### src/rtl/rc_ring_out_arb.sv
// Ring-output arbiter: picks ring pass-through, C2F request or F2C response each cycle,
// registers the winner as the Q502H ring output and tracks local starvation.
package rc_ring_out_arb_pkg;
    typedef logic [3:0] t_opcode;
    typedef enum logic [1:0] {
        NO_WINNER    = 2'd0,
        BYPASS       = 2'd1,
        C2F_REQUEST  = 2'd2,
        F2C_RESPONSE = 2'd3
    } t_winner;
endpackage

module rc_ring_out_arb
    import rc_ring_out_arb_pkg::*;
#(
    parameter int STARVE_TH = 16,
    parameter int STARVE_W  = 8
) (
    input  logic                QClk,
    input  logic                RstQnnnH,

    input  logic                RingPassValidQ501H,
    input  logic [9:0]          RingPassRequestorQ501H,
    input  t_opcode             RingPassOpcodeQ501H,
    input  logic [31:0]         RingPassAddressQ501H,
    input  logic [31:0]         RingPassDataQ501H,

    input  logic                C2F_ReqValidQ501H,
    input  logic [9:0]          C2F_ReqRequestorQ501H,
    input  t_opcode             C2F_ReqOpcodeQ501H,
    input  logic [31:0]         C2F_ReqAddressQ501H,
    input  logic [31:0]         C2F_ReqDataQ501H,

    input  logic                F2C_RspValidQ501H,
    input  logic [9:0]          F2C_RspRequestorQ501H,
    input  t_opcode             F2C_RspOpcodeQ501H,
    input  logic [31:0]         F2C_RspAddressQ501H,
    input  logic [31:0]         F2C_RspDataQ501H,

    output t_winner             SelRingReqOutQ501H,

    output logic                RingReqOutValidQ502H,
    output logic [9:0]          RingReqOutRequestorQ502H,
    output t_opcode             RingReqOutOpcodeQ502H,
    output logic [31:0]         RingReqOutAddressQ502H,
    output logic [31:0]         RingReqOutDataQ502H,

    output logic                LocalStarveQnnnH,
    output logic [STARVE_W-1:0] StarveCntQnnnH
);

    localparam logic [STARVE_W-1:0] StarveThr = STARVE_W'(STARVE_TH);
    localparam logic [STARVE_W-1:0] StarveMax = {STARVE_W{1'b1}};

    t_winner     winner;
    logic        lastLocalQnnnH;
    logic        lastLocalNxt;
    logic        localAny;
    logic [STARVE_W-1:0] starveCntNxt;

    logic        nxtValid;
    logic [9:0]  nxtRequestor;
    t_opcode     nxtOpcode;
    logic [31:0] nxtAddress;
    logic [31:0] nxtData;

    assign localAny           = C2F_ReqValidQ501H | F2C_RspValidQ501H;
    assign SelRingReqOutQ501H = winner;

    // Ring traffic cannot be back-pressured, so it always wins; locals share round-robin.
    always_comb begin
        winner = NO_WINNER;
        if (RingPassValidQ501H) begin
            winner = BYPASS;
        end else if (C2F_ReqValidQ501H && F2C_RspValidQ501H) begin
            winner = lastLocalQnnnH ? C2F_REQUEST : F2C_RESPONSE;
        end else if (C2F_ReqValidQ501H) begin
            winner = C2F_REQUEST;
        end else if (F2C_RspValidQ501H) begin
            winner = F2C_RESPONSE;
        end
    end

    always_comb begin
        nxtValid     = 1'b0;
        nxtRequestor = '0;
        nxtOpcode    = '0;
        nxtAddress   = '0;
        nxtData      = '0;
        lastLocalNxt = lastLocalQnnnH;
        case (winner)
            BYPASS: begin
                nxtValid     = 1'b1;
                nxtRequestor = RingPassRequestorQ501H;
                nxtOpcode    = RingPassOpcodeQ501H;
                nxtAddress   = RingPassAddressQ501H;
                nxtData      = RingPassDataQ501H;
            end
            C2F_REQUEST: begin
                nxtValid     = 1'b1;
                nxtRequestor = C2F_ReqRequestorQ501H;
                nxtOpcode    = C2F_ReqOpcodeQ501H;
                nxtAddress   = C2F_ReqAddressQ501H;
                nxtData      = C2F_ReqDataQ501H;
                lastLocalNxt = 1'b0;
            end
            F2C_RESPONSE: begin
                nxtValid     = 1'b1;
                nxtRequestor = F2C_RspRequestorQ501H;
                nxtOpcode    = F2C_RspOpcodeQ501H;
                nxtAddress   = F2C_RspAddressQ501H;
                nxtData      = F2C_RspDataQ501H;
                lastLocalNxt = 1'b1;
            end
            default: ;
        endcase
    end

    // Count only cycles where local work is blocked by ring traffic; saturate, never wrap.
    always_comb begin
        starveCntNxt = '0;
        if (localAny && (winner == BYPASS)) begin
            starveCntNxt = (StarveCntQnnnH == StarveMax) ? StarveMax
                                                         : StarveCntQnnnH + STARVE_W'(1);
        end
    end

    always_ff @(posedge QClk or negedge RstQnnnH) begin
        if (!RstQnnnH) begin
            RingReqOutValidQ502H     <= 1'b0;
            RingReqOutRequestorQ502H <= '0;
            RingReqOutOpcodeQ502H    <= '0;
            RingReqOutAddressQ502H   <= '0;
            RingReqOutDataQ502H      <= '0;
            lastLocalQnnnH           <= 1'b1;
            StarveCntQnnnH           <= '0;
            LocalStarveQnnnH         <= 1'b0;
        end else begin
            RingReqOutValidQ502H     <= nxtValid;
            RingReqOutRequestorQ502H <= nxtRequestor;
            RingReqOutOpcodeQ502H    <= nxtOpcode;
            RingReqOutAddressQ502H   <= nxtAddress;
            RingReqOutDataQ502H      <= nxtData;
            lastLocalQnnnH           <= lastLocalNxt;
            StarveCntQnnnH           <= starveCntNxt;
            LocalStarveQnnnH         <= (StarveCntQnnnH >= StarveThr);
        end
    end

endmodule

### config.mk
export PLATFORM = sky130hd
export DESIGN_NAME = rc_ring_out_arb
export DESIGN_NICKNAME = d
export VERILOG_FILES = /design/src/rtl/rc_ring_out_arb.sv
export SDC_FILE = /design/constraint.sdc
export NUM_CORES = 1
export LEC_CHECK = 0
export CORE_AREA = 2 2 128 130
export CTS_BUF_LIST = sky130_fd_sc_hd__clkbuf_2 sky130_fd_sc_hd__clkbuf_4 sky130_fd_sc_hd__clkbuf_8
export DETAILED_ROUTE_END_ITERATION = 12
export DIE_AREA = 0 0 130 132
export GPL_ROUTABILITY_DRIVEN = 0
export SYNTH_ARGS = -nofsm -noshare
export SYNTH_HDL_FRONTEND = slang
export SYNTH_SLANG_ARGS = --single-unit
### constraint.sdc
create_clock -name QClk -period 3.4 [get_ports QClk]
set_clock_uncertainty 0.15 [all_clocks]
set_input_delay 0.51 -clock QClk [delete_from_list [all_inputs] [get_ports QClk]]
set_output_delay 0.51 -clock QClk [all_outputs]
set_load 0.01 [all_outputs]
==> run_results.csv, run 1 <==
group,metric,value,unit
critical_path,r2r_cells,4,
sta,rsz0062_at_grt,"no",
routing,drt-initial-drc-count,132,
critical_path,crit_buf_inv,2,
power,leakagePower,3.07,nW
critical_path,cp-end-kind,"output port",
yosys,synthCells,316,
global_route,grt_pass1_vias,4233,
global_route,grt_pass1_wl,23.5,mm
placed_design,hpwl,12.1,mm
sta,timing.final.ws_setup,0.906,ns
global_route,grt_overflow,0,
die,start_util,0.248,
sta,min_period,2.49,ns
layout,area_growth,94.4,%
routing,firstDrtPassIters,4,
critical_path,path_max_fanout,6,
clocking,cts.sink_count,89,
sta,slew_headroom,0.510,
worst_hold_path,holdPathEnd,"lastLocalQnnnH$_DFFE_PN1P_",
layout,drive_gt1_frac,0.0406,
routing,ant_nets,0,
die,core,0.0157,mm2
clocking,htreeDepth,3,
clocking,postCtsHoldBufs,1,
power,vdd_drop_max,0.197,mV
routing,vias,3941,
flow_run,maxCapViolCount,0,
yosys,yosys.area.top_type,"dfrtp_1",
layout,final_util,0.483,
power,p_clk_frac,0.276,
layout,mostFrequentLayoutCells,"clkdlybuf4s50_1, dfrtp_1, and2_1, a221o_1, clkbuf_8",
critical_path,reg2reg_slack,1.31,ns
layout,final_area,0.00759,mm2
worst_hold_path,hold_start,"lastLocalQnnnH$_DFFE_PN1P_",
layout,fin_nets,876,
power,p_switching,0.673,mW
power,p_seq_frac,0.444,
routing,viasPerCell,4.60,
power,internal-power,1.99,mW
yosys,ys_seq_area_frac,0.571,
sta,min_period_over_period,0.734,
layout,filler_cell_count,1462,
global_route,track_usage,0.180,
critical_path,worstSetupPathType,"in2out",
yosys,ys_seq_elements,89,
clocking,cts_root_buf,"clkbuf_8",
clocking,ctsResizeCount,0,
placed_design,io_buffers,328,
global_route,grt_max_degree,79,
critical_path,arrival,1.83,ns
yosys,yosys_warnings,0,
power,comb_power_share,0.280,
clocking,clk-insertion-delay-late,0.36,ns
worst_hold_path,holdPathStages,2,
die,die_area,0.0172,mm2
critical_path,crit_cells,4,
yosys,syn_avg_cell_area,12.4,um2
critical_path,required,2.74,ns
worst_hold_path,hp-class,"reg2reg",
routing,wl,15.5,mm
sta,fmax,401,MHz
clocking,post_cts_buffers,0,
sta,worstMarginPinSlew,0.735,ns
critical_path,startpoint_type,"input pin",
die,die_h,132,um
yosys,syn_area,0.00390,mm2
critical_path,cp_slowest_cell,"clkdlybuf4s50_1",
layout,final_common_cell,"clkdlybuf4s50_1",
sta,hold_viol,0,
clocking,clk_path_buf_depth,2,
yosys,yosys.area.top_type_share,0.564,
die,rows,46,
sta,drv_slew,0,
die,ios,329,
critical_path,r2r_end,"RingReqOutAddressQ502H[12]$_DFF_PN0_",
power,p_per_area,350,mW/mm2
routing,wl_per_cell,18.1,um
clocking,cts.clk_slew.worst_paths,0.09,ns
die,die_x,130,um
power,swShare,0.253,
layout,diodes,0,
sta,tns,0,ns
status,outcome,"finished, final reports clean",
clocking,cts_made_buffers,9,
critical_path,crit_path_cell_trace,"clkdlybuf4s50_1, nor2_1, nor2_1, clkdlybuf4s50_1",
yosys,syn-num-nets,557,
critical_path,slowest_delay,0.59,ns
placed_design,place_ws,0.787,ns
routing,drc_errors,0,
yosys,synth_cell_type_count,33,
sta,setup_viol,0,
critical_path,path_delay_family,"buffers and inverters",
placed_design,place_area,0.00739,mm2
clocking,cts_tree,"yes",
global_route,antenna_found_initial,0,
critical_path,worstReg2RegStart,"lastLocalQnnnH$_DFFE_PN1P_",
yosys,synth.area.top_cells,"dfrtp_1, a221o_1, and2_1, clkbuf_1, buf_6",
## state kept, by name, indices dropped and copies added, names as in the netlist
signal / flops
RingReqOutValidQ502H: 1
RingReqOutAddressQ502H: 32
RingReqOutRequestorQ502H: 10
LocalStarveQnnnH: 1
RingReqOutOpcodeQ502H: 4
lastLocalQnnnH: 1
StarveCntQnnnH: 8
RingReqOutDataQ502H: 32
## synthesized netlist by cell type
library cell	instances
xnor2_1	1
a221o_1	78
buf_4	2
nor2b_1	2
o21ai_1	1
and3b_1	1
and3_1	2
ha_1	2
buf_6	3
nand2_1	2
a21o_1	1
nand2b_1	1
or4_1	1
nand3_1	4
a31oi_1	2
o21ai_0	3
or3_1	2
inv_1	5
clkbuf_1	18
and2_1	78
xor2_1	1
nor3b_2	1
buf_2	3
nand4_1	1
nor2_1	2
dfrtp_1	88
a21oi_1	4
dfstp_2	1
nor3b_1	1
nor4_1	1
and4_1	1
nor3_1	2
a211oi_1	1
## routing by layer
metal | routed length [um] | global-route usage
met5 | 0 | 0
met4 | 228 | 0.0484
met3 | 1220 | 0.0552
met2 | 8260 | 0.329
met1 | 5810 | 0.201
## tightest hold or removal path: cells and delay by family (launching register included)
kind               cells  cell delay [ns]
AOI/OAI and AO/OA      1             0.08
DFF                    1             0.39
and+or+nand+nor        1             0.06
## power groups by stage
stage                     clock, mW  sequential, mW  combinational [mW]
after floorplan                   0            1.25               0.168
after global placement            0            1.20               0.742
after global routing          0.808            1.19               0.796
after CTS                     0.768            1.18               0.755
after detailed placement          0            1.20               0.752
final                         0.734            1.18               0.745
## logic make-up (layout without fill, tap and decap cells)
kind of cell,count (synthesis),count (layout),share of synthesized area
xor gates and xnor gates,2,2,0.00449
adders and majority gates,2,2,0.00641
AOI/OAI and AO/OA,90,90,0.217
and+or+nand+nor,102,102,0.163
buffers and inverters,31,355,0.0385
DFF,89,89,0.571
## worst max path at each step
stage	from	end	slack, ns
after detailed placement	C2F_ReqValidQ501H	RingReqOutOpcodeQ502H[3]$_DFF_PN0_	0.79
after global placement	C2F_ReqValidQ501H	RingReqOutDataQ502H[22]$_DFF_PN0_	0.86
after floorplan	lastLocalQnnnH$_DFFE_PN1P_	RingReqOutDataQ502H[22]$_DFF_PN0_	1.71
after global routing	F2C_RspValidQ501H	SelRingReqOutQ501H[1]	0.84
final	F2C_RspValidQ501H	SelRingReqOutQ501H[1]	0.91
after CTS	F2C_RspValidQ501H	SelRingReqOutQ501H[1]	0.92
## layout make-up
type / instances / area (um2) / area share
Clock buffer: 10 / 131 / 0.0173
Multi-Input combinational cell: 196 / 1530 / 0.202
Timing Repair Buffer: 334 / 3350 / 0.441
Tap cell: 216 / 270 / 0.0356
Inverter: 5 / 18.8 / 0.00247
Sequential cell: 89 / 2230 / 0.294
Clock inverter: 6 / 58.8 / 0.00775
## metrics by stage
| step | power [mW] | hold WS [ns] | cells |
|---|---|---|---|
| after floorplan | 1.42 | 0.0644 | 316 |
| after global placement | 1.94 | 0.357 | 839 |
| after detailed placement | 1.95 | 0.351 | 839 |
| after CTS | 2.70 | 0.379 | 856 |
| after global routing | 2.79 | 0.421 | 856 |
| final | 2.66 | 0.375 | 856 |
No activity file was read; power rests on OpenSTA's default activity.
==> inputs of run 2 (changes only) <==
Clock period 3.4 ns to 2.4 ns, I/O delays scaled along.
==> run 2 against run 1 <==
Compared with the run above: sequential power is 42% higher; sequential share of layout area is 0.19 points lower; combinational power is 42% higher; flip-flop and latch count stayed put; first-iteration DRC count is 53% higher; non-clock buffer count is 2 higher; critical path depth stayed put; wire length is 0.50% higher; register-to-register slack worse by 0.71 ns; cell area is 0.66% higher; highest routed layer unchanged.
==> run_results.csv, run 2 (same netlist as run 1, synthesis figures left out) <==
group,metric,value,unit
status,outcome,"finished, final reports clean",
die,die_h,132,um
sta,tns,0,ns
placed_design,io_buffers,328,
power,leakagePower,3.09,nW
critical_path,cp-end-kind,"output port",
clocking,post_cts_buffers,0,
sta,min_period,2.18,ns
critical_path,startpoint_type,"input pin",
layout,final_common_cell,"clkdlybuf4s50_1",
clocking,cts_tree,"yes",
routing,drt-initial-drc-count,202,
routing,drc_errors,0,
layout,area_growth,95.7,%
layout,reg_top3,"RingReqOutAddressQ502H x32, RingReqOutDataQ502H x32, RingReqOutRequestorQ502H x10",
worst_hold_path,holdPathStages,2,
sta,drv_slew,0,
clocking,cts_root_buf,"clkbuf_8",
routing,viasPerCell,4.59,
clocking,cts.clk_slew.worst_paths,0.10,ns
clocking,postCtsHoldBufs,1,
clocking,ctsResizeCount,0,
sta,hold_viol,0,
critical_path,required,1.89,ns
global_route,grt_pass1_wl,22.9,mm
routing,ant_nets,0,
critical_path,worstSetupPathType,"in2out",
clocking,cts.sink_count,89,
critical_path,r2r_end,"RingReqOutOpcodeQ502H[0]$_DFF_PN0_",
layout,final_util,0.486,
routing,wl_per_cell,18.2,um
clocking,clk-insertion-delay-late,0.37,ns
die,rows,46,
die,die_x,130,um
global_route,antenna_found_initial,1,
routing,vias,3941,
critical_path,worstReg2RegStart,"lastLocalQnnnH$_DFFE_PN1P_",
flow_run,maxCapViolCount,0,
worst_hold_path,holdPathEnd,"RingReqOutValidQ502H$_DFF_PN0_",
die,start_util,0.248,
clocking,cts_made_buffers,9,
layout,drive_gt1_frac,0.0436,
power,vdd_drop_max,0.267,mV
worst_hold_path,hold_start,"RingPassValidQ501H",
critical_path,arrival,1.67,ns
layout,multi_input_area,0.00153,mm2
die,ios,329,
global_route,grt_overflow,0,
layout,fin_nets,878,
layout,final-seq-area,0.00223,mm2
sta,slew_headroom,0.513,
sta,setup_viol,0,
routing,firstDrtPassIters,4,
sta,rsz0062_at_grt,"no",
die,core,0.0157,mm2
placed_design,hpwl,12.2,mm
critical_path,path_max_fanout,6,
global_route,track_usage,0.178,
clocking,htreeDepth,3,
layout,mostFrequentLayoutCells,"clkdlybuf4s50_1, dfrtp_1, and2_1, a221o_1, clkbuf_8",
global_route,grt_max_degree,79,
sta,fmax,460,MHz
sta,worstMarginPinSlew,0.726,ns
critical_path,r2r_cells,4,
clocking,clk_path_buf_depth,2,
worst_hold_path,hp-class,"in2reg",
sta,min_period_over_period,0.907,
routing,wl,15.6,mm
critical_path,reg2reg_slack,0.60,ns
die,die_area,0.0172,mm2
power,p_per_area,502,mW/mm2
layout,filler_cell_count,1427,
global_route,grt_pass1_vias,4128,
[run 2: worst max path at each step]
| stage | startpoint | cells after the start | end | slack, ns |
|---|---|---|---|---|
| floorplan | lastLocalQnnnH$_DFFE_PN1P_ | 6 | RingReqOutDataQ502H[22]$_DFF_PN0_ | 0.71 |
| global placement | C2F_ReqValidQ501H | 4 | SelRingReqOutQ501H[0] | 0.24 |
| detailed placement | F2C_RspValidQ501H | 5 | RingReqOutAddressQ502H[31]$_DFF_PN0_ | 0.23 |
| CTS | F2C_RspValidQ501H | 4 | SelRingReqOutQ501H[1] | 0.22 |
| global route | F2C_RspValidQ501H | 4 | SelRingReqOutQ501H[1] | 0.17 |
| finish | F2C_RspValidQ501H | 4 | SelRingReqOutQ501H[1] | 0.22 |
[run 2: power breakdown]
group	switching [mW]	internal, mW	total, mW
logic	0.360	0.704	1.06
clock network	0.549	0.551	1.10
registers	0.0430	1.63	1.67
[run 2: area by class of cell]
| cell class | count | area share |
|---|---|---|
| Sequential cell | 89 | 0.292 |
| Clock inverter | 4 | 0.00672 |
| Tap cell | 216 | 0.0354 |
| Inverter | 5 | 0.00246 |
| Timing Repair Buffer | 336 | 0.442 |
| Antenna cell | 1 | 0.000328 |
| Multi-Input combinational cell | 196 | 0.201 |
| Clock buffer | 12 | 0.0208 |
[run 2: metrics by stage]
stage / power, mW / hold WS [ns] / setup WS, ns / area [um2] / std cells
after global placement: 2.76 / 0.0918 / 0.243 / 7420 / 841
after floorplan: 2.01 / -0.0856 / 0.706 / 3900 / 316
after detailed placement: 2.78 / 0.0928 / 0.231 / 7420 / 841
after CTS: 3.88 / 0.171 / 0.224 / 7640 / 858
final: 3.83 / 0.198 / 0.224 / 7640 / 859
after global routing: 4.01 / 0.189 / 0.169 / 7640 / 859
[run 2: layer usage]
| layer | GRT usage | share of wire | vias up |
|---|---|---|---|
| met5 | 0 | 0 | - |
| li1 | - | - | 1835 |
| met1 | 0.193 | 0.37 | 1876 |
| met3 | 0.0560 | 0.070 | 32 |
| met2 | 0.317 | 0.53 | 198 |
| met4 | 0.0705 | 0.030 | 0 |
[run 2: worst max-delay path: stages]
cell	delay, ns
clkdlybuf4s50_1	0.57
nor2_1	0.08
nor2_1	0.10
clkdlybuf4s50_1	0.55
